### src/rtl/uart_tx_if.sv
// uart_tx_if: byte handshake and serial line of the 8N1 transmitter
interface uart_tx_if #(parameter int DATA_BITS = 8);
  logic                 tx_start;
  logic [DATA_BITS-1:0] tx_data;
  logic                 tx_ready;
  logic                 tx_busy;
  logic                 tx_done_tick;
  logic                 tx;
  modport master(output tx_start, tx_data, input tx_ready, tx_busy, tx_done_tick, tx);
  modport slave(input tx_start, tx_data, output tx_ready, tx_busy, tx_done_tick, tx);
endinterface

### src/rtl/uart_tx_unit.sv
// uart_tx_unit: 8N1 UART transmitter with baud-tick generator and one-byte holding register
module uart_tx_unit #(
  parameter int CLK_DIV    = 41,
  parameter int OVERSAMPLE = 16,
  parameter int DATA_BITS  = 8,
  parameter int STOP_TICKS = 16
) (
  input  logic     clk,
  input  logic     reset,
  uart_tx_if.slave bus
);
  localparam int TW = $clog2(CLK_DIV + 1);
  localparam int OW = $clog2((OVERSAMPLE > STOP_TICKS ? OVERSAMPLE : STOP_TICKS) + 1);
  localparam int BW = $clog2(DATA_BITS + 1);
  localparam logic [1:0] IDLE  = 2'd0;
  localparam logic [1:0] START = 2'd1;
  localparam logic [1:0] DATA  = 2'd2;
  localparam logic [1:0] STOP  = 2'd3;
  logic [1:0]           state_q, state_d;
  logic [TW-1:0]        tick_cnt_q, tick_cnt_d;
  logic [OW-1:0]        os_cnt_q, os_cnt_d;
  logic [BW-1:0]        bit_cnt_q, bit_cnt_d;
  logic [DATA_BITS-1:0] shift_q, shift_d, hold_q, hold_d;
  logic                 hold_full_q, hold_full_d;
  logic                 tx_q, tx_d, done_q, done_d;
  logic                 tick, bit_end, stop_end, accept, load;
  always_comb begin
    tick       = tick_cnt_q == TW'(CLK_DIV - 1);
    bit_end    = tick && os_cnt_q == OW'(OVERSAMPLE - 1);
    stop_end   = tick && os_cnt_q == OW'(STOP_TICKS - 1);
    accept     = bus.tx_start && !hold_full_q;
    state_d    = state_q;
    shift_d    = shift_q;
    bit_cnt_d  = bit_cnt_q;
    hold_d     = accept ? bus.tx_data : hold_q;
    hold_full_d = hold_full_q || accept;
    done_d     = 1'b0;
    load       = 1'b0;
    tick_cnt_d = (state_q == IDLE || tick) ? '0 : tick_cnt_q + 1'b1;
    os_cnt_d   = tick ? os_cnt_q + 1'b1 : os_cnt_q;
    case (state_q)
      IDLE: begin
        os_cnt_d = '0;
        if (hold_full_q) begin
          load    = 1'b1;
          state_d = START;
        end
      end
      START: if (bit_end) begin
        os_cnt_d  = '0;
        bit_cnt_d = '0;
        state_d   = DATA;
      end
      DATA: if (bit_end) begin
        os_cnt_d  = '0;
        shift_d   = shift_q >> 1;
        bit_cnt_d = bit_cnt_q + 1'b1;
        state_d   = bit_cnt_q == BW'(DATA_BITS - 1) ? STOP : DATA;
      end
      default: if (stop_end) begin
        os_cnt_d = '0;
        done_d   = 1'b1;
        load     = hold_full_q;
        state_d  = hold_full_q ? START : IDLE;
      end
    endcase
    // accept and load never coincide: accept needs hold_full_q=0, load needs it set
    if (load) begin
      shift_d     = hold_q;
      hold_full_d = 1'b0;
    end
    tx_d = state_d == START ? 1'b0 : state_d == DATA ? shift_d[0] : 1'b1;
  end
  always_ff @(posedge clk) begin
    if (reset) begin
      state_q     <= IDLE;
      tick_cnt_q  <= '0;
      os_cnt_q    <= '0;
      bit_cnt_q   <= '0;
      shift_q     <= '0;
      hold_q      <= '0;
      hold_full_q <= 1'b0;
      tx_q        <= 1'b1;
      done_q      <= 1'b0;
    end else begin
      state_q     <= state_d;
      tick_cnt_q  <= tick_cnt_d;
      os_cnt_q    <= os_cnt_d;
      bit_cnt_q   <= bit_cnt_d;
      shift_q     <= shift_d;
      hold_q      <= hold_d;
      hold_full_q <= hold_full_d;
      tx_q        <= tx_d;
      done_q      <= done_d;
    end
  end
  assign bus.tx           = tx_q;
  assign bus.tx_ready     = ~hold_full_q;
  assign bus.tx_busy      = state_q != IDLE;
  assign bus.tx_done_tick = done_q;
endmodule

### src/flat_wrapper.sv
// flat-port wrapper written by rule: the top's interface ports become plain ports
module uart_tx_unit_flat 
#(
  parameter int CLK_DIV    = 41,
  parameter int OVERSAMPLE = 16,
  parameter int DATA_BITS  = 8,
  parameter int STOP_TICKS = 16
)
  (clk, reset, bus_tx_start, bus_tx_data, bus_tx_ready, bus_tx_busy, bus_tx_done_tick, bus_tx);
  uart_tx_if #(.DATA_BITS(DATA_BITS)) bus_i ();
  input  logic clk;
  input  logic reset;
  input wire logic [$bits(bus_i.tx_start)-1:0] bus_tx_start;
  input wire logic [$bits(bus_i.tx_data)-1:0] bus_tx_data;
  output wire logic [$bits(bus_i.tx_ready)-1:0] bus_tx_ready;
  output wire logic [$bits(bus_i.tx_busy)-1:0] bus_tx_busy;
  output wire logic [$bits(bus_i.tx_done_tick)-1:0] bus_tx_done_tick;
  output wire logic [$bits(bus_i.tx)-1:0] bus_tx;
  assign bus_i.tx_start = bus_tx_start;
  assign bus_i.tx_data = bus_tx_data;
  assign bus_tx_ready = bus_i.tx_ready;
  assign bus_tx_busy = bus_i.tx_busy;
  assign bus_tx_done_tick = bus_i.tx_done_tick;
  assign bus_tx = bus_i.tx;
  uart_tx_unit #(.CLK_DIV(CLK_DIV), .OVERSAMPLE(OVERSAMPLE), .DATA_BITS(DATA_BITS), .STOP_TICKS(STOP_TICKS)) u_core (.clk(clk), .reset(reset), .bus(bus_i));
endmodule
### config.mk
export PLATFORM = sky130hd
export DESIGN_NAME = uart_tx_unit_flat
export DESIGN_NICKNAME = d
export VERILOG_FILES = /design/src/rtl/uart_tx_if.sv /design/src/rtl/uart_tx_unit.sv /design/src/flat_wrapper.sv
export SDC_FILE = /design/constraint.sdc
export NUM_CORES = 1
export LEC_CHECK = 0
export ABC_CLOCK_PERIOD_IN_PS = 2300
export BUFFER_PORTS_ARGS = -buffer_cell sky130_fd_sc_hd__clkbuf_2
export CAP_MARGIN = 20
export CELL_PAD_IN_SITES_DETAIL_PLACEMENT = 0
export CELL_PAD_IN_SITES_GLOBAL_PLACEMENT = 2
export CORE_MARGIN = 2
export CORE_UTILIZATION = 32
export CTS_BUF_LIST = sky130_fd_sc_hd__clkbuf_16
export DETAILED_ROUTE_END_ITERATION = 6
export GPL_TIMING_DRIVEN = 0
export PLACE_DENSITY_LB_ADDON = 0.1
export REMOVE_ABC_BUFFERS = 1
export SLEW_MARGIN = 10
export SYNTH_ARGS = -nofsm -noshare
export SYNTH_HDL_FRONTEND = slang
export SYNTH_SLANG_ARGS = --single-unit
### constraint.sdc
create_clock -name clk -period 2.3 [get_ports clk]
set_input_delay 0.46 -clock clk [delete_from_list [all_inputs] [get_ports clk]]
set_output_delay 0.46 -clock clk [all_outputs]
set_load 0.03 [all_outputs]
==> flow_metrics.env <==
export IMPL_cp_arrival_ps=2270
export IMPL_finalWirelength_mm=3.02
export IMPL_fp_dieW_um=76.1
export IMPL_drtIter0Drc=18
export IMPL_grt_first_pass_wirelength_mm=5.23
export IMPL_hp_class="input port to register"
export IMPL_critPathLaunchType="register"
export IMPL_max_freq_mhz=474
export IMPL_clock_sinks=36
export IMPL_placedInstanceArea_um2=1780
export IMPL_antenna_found_initial=0
export IMPL_rsz0062_at_grt="no"
export IMPL_postSynthCellCount=181
export IMPL_cts_root_buf="clkbuf_16"
export IMPL_gr_usage_met2_pct=17.4
export IMPL_seq_area_frac_synth_pct=43.3
export IMPL_worstPathMaxFanout=5
export IMPL_ioPinCount=15
export IMPL_insertion_delay_ps=270
export IMPL_reg2reg_depth=8
export IMPL_die_area_um2=5790
export IMPL_whs_ps=423
export IMPL_dpl_cell_count=257
export IMPL_wl_per_cell_um=11.4
export IMPL_postRouteAntennaNets=0
export IMPL_globalRouteMet1Util_pct=14.6
export IMPL_cts_made_buffers=5
export IMPL_synth_warnings=0
export IMPL_synth_area_um2=1660
export IMPL_cts_resized_gates=0
export IMPL_grt_start_max_net_pins=26
export IMPL_htree_levels=2
export IMPL_worstMarginPinSlew_ps=1020
export IMPL_drcViolationCount=0
export IMPL_setup_viol=0
export IMPL_design_area_um2=1930
export IMPL_seq_area_um2=721
export IMPL_cts_hold_buf=0
export IMPL_r2r_start="u_core.tick_cnt_q[0]$_SDFF_PP0_"
export IMPL_final_core_util_pct=38.1
export IMPL_slew_viol_final=0
export IMPL_synth_enable_flop_cells=0
export IMPL_grt_overflow_total=0
export IMPL_grt_pass1_vias=1152
export IMPL_top_usage_layer="met2"
export IMPL_synth_seq_cells=36
export IMPL_port_buffers=14
export IMPL_drv_cap=0
export IMPL_fin_cells=266
export IMPL_fin_crit_sh_pct=91.8
export IMPL_dr_pass1_iters=4
export IMPL_worstSetupEndpointType="register"
export IMPL_dp_hpwl_mm=2.20
export IMPL_async_flop_share_pct=0
export IMPL_path_class="register to register"
export IMPL_startpoint="u_core.tick_cnt_q[0]$_SDFF_PP0_"
export IMPL_min_period_ps=2110
export IMPL_max_vdd_ir_drop_uv=299
export IMPL_area_growth_pct=16.2
export IMPL_rows=26
export IMPL_cp_required_ps=2460
export IMPL_worstHoldStart="bus_tx_data[4]"
export IMPL_final_nets=216
export IMPL_fill_cells=563
export IMPL_ys_types=35
export IMPL_hold_viol_final=0
export IMPL_p_total_uw=1460
export IMPL_path_clk_slew_ps=50
export IMPL_vias_per_cell=4.64
export IMPL_power_density_nw_per_um2=758
export IMPL_cts_max_path_buffers=2
export IMPL_drive_gt1_share_pct=13.8
export IMPL_use_met3_pct=3.67
export IMPL_n_antenna_cell=0
export IMPL_place_congestion=0.707
export IMPL_gr_usage_all_layers_pct=11.3
export IMPL_avgSynthCellArea_um2=9.19
export IMPL_timing_critical_path_to="u_core.bus.tx$_SDFF_PP1_"
export IMPL_p_leak_uw=0.000781
export IMPL_multi_input_area_um2=871
export IMPL_reg2reg_slack_ps=190
export IMPL_fin_skew_ps=3.27
export IMPL_status="finished clean"
export IMPL_core_area_um2=5070
export IMPL_max_slew_margin_rel_pct=31.8
export IMPL_cts_tree="built"
export IMPL_die_h_um=76.1
export IMPL_start_util_pct=32.8
export IMPL_regToRegEndpoint="u_core.bus.tx$_SDFF_PP1_"
export IMPL_synth_ff_type="dfxtp_1"
export IMPL_routed_via_count=1235
## area by class of cell
type / count / share of cell area, %
clock buffers: 5 / 6.48
flip-flops and latches: 36 / 37.3
repair buffers: 16 / 4.40
clock inverters: 2 / 0.453
well taps: 70 / 4.53
inverters: 9 / 1.75
multi-input cells: 128 / 45.1
## sequential cells by signal, indices dropped and copies added (netlist names)
name	cells
u_core.hold_q	8
u_core.shift_q	8
u_core.tick_cnt_q	6
u_core.os_cnt_q	5
u_core.bit_cnt_q	4
u_core.state_q	2
u_core.bus.tx	1
u_core.bus.tx_done_tick	1
u_core.hold_full_q	1
## Yosys cell counts (2+ instances only)
| master | number | area, µm² |
|---|---|---|
| dfxtp_1 | 36 | 721 |
| nor2_1 | 35 | 131 |
| mux2i_1 | 17 | 170 |
| ha_1 | 9 | 113 |
| inv_1 | 9 | 33.8 |
| a211oi_1 | 8 | 60.1 |
| a21oi_1 | 7 | 35.0 |
| nand2_1 | 7 | 26.3 |
| clkbuf_1 | 6 | 22.5 |
| and3_1 | 4 | 25.0 |
| nand3_1 | 4 | 20.0 |
| nor3_1 | 4 | 20.0 |
| o21ai_0 | 4 | 20.0 |
| xor2_1 | 4 | 35.0 |
| nor2b_1 | 3 | 18.8 |
| xnor2_1 | 3 | 26.3 |
| nand4_1 | 2 | 12.5 |
| o21ai_1 | 2 | 10.0 |
## metrics by stage
stage	worst slack (ps)	TNS (ps)
CTS	32.0	0
global route	5.03	0
detailed placement	-188	-188
floorplan	90.7	0
finish	188	0
global placement	-116	-116
## worst min-delay path by stage
stage	to	slack (ps)	depth (start not counted)
detailed placement	u_core.shift_q[7]$_SDFFE_PP0P_	450	2
global placement	u_core.tick_cnt_q[0]$_SDFF_PP0_	440	1
CTS	u_core.hold_q[0]$_SDFFE_PP0P_	420	3
global route	u_core.hold_q[4]$_SDFFE_PP0P_	430	3
floorplan	u_core.shift_q[7]$_SDFFE_PP0P_	430	2
finish	u_core.hold_q[4]$_SDFFE_PP0P_	420	3
## cell families (layout without fill, tap and decap cells)
group	after synthesis	in the layout	synth area share, %
DFF	36	36	43.3
muxes	18	18	11.1
and+or+nand+nor	67	67	19.6
AOI/OAI and AO/OA	27	27	11.2
adders and majority gates	9	9	6.77
buffers and inverters	17	32	4.29
xor gates and xnor gates	7	7	3.69
## critical path, stage by stage (launching register included)
cell      delay [ps]
dfxtp_1          330
inv_1             60
ha_1             130
or3b_1           480
nor3_4           230
mux2_4           320
mux2i_1          190
and3_1           200
o21bai_2          70
## timing repair
| item | in CTS | in global routing |
|---|---|---|
| buffers inserted | 1 | 1 |
| setup endpoints to repair | 1 | 1 |
| pin swaps | 2 | 2 |
## layout by cell type, fill, tap and decap left out
master	netlist	final
nand3_1	4	4
a211oi_1	8	8
and2_1	1	1
nor2_4	1	1
clkbuf_2	0	14
nand2_1	7	7
dfxtp_1	36	36
nand3b_1	1	1
a21oi_1	7	7
ha_1	9	9
nor3_1	4	4
o21bai_2	1	1
a21o_1	1	1
buf_4	0	2
nand4_1	2	2
clkbuf_16	0	5
mux2_4	1	1
o21ai_1	2	2
nor2_1	35	35
xnor2_1	3	3
o21ai_0	4	4
xor2_1	4	4
clkinv_2	0	1
a31oi_4	1	1
nor2b_1	3	3
mux2i_1	17	17
nor3_4	1	1
o22ai_1	1	1
or3b_1	1	1
and3_1	4	4
nor4_1	1	1
a22oi_1	1	1
nand4b_1	1	1
or3_1	1	1
o31ai_1	1	1
inv_1	9	10
## metal layers
| metal | up-vias | wire length (µm) | part of all wire [%] |
|---|---|---|---|
| met3 | 2 | 112 | 3.7 |
| met2 | 14 | 1350 | 45 |
| met1 | 572 | 1540 | 51 |
| met4 | 0 | 21 | 0.69 |
| li1 | 647 | - | - |
| met5 | - | 0 | 0 |
## power by group
| group | leakage [µW] | switching, µW | internal (µW) |
|---|---|---|---|
| clock network | 0.0000709 | 232 | 388 |
| registers | 0.000293 | 21.6 | 656 |
| logic | 0.000417 | 99.6 | 66.8 |
Note: power is estimated with default switching activity, not from simulation.
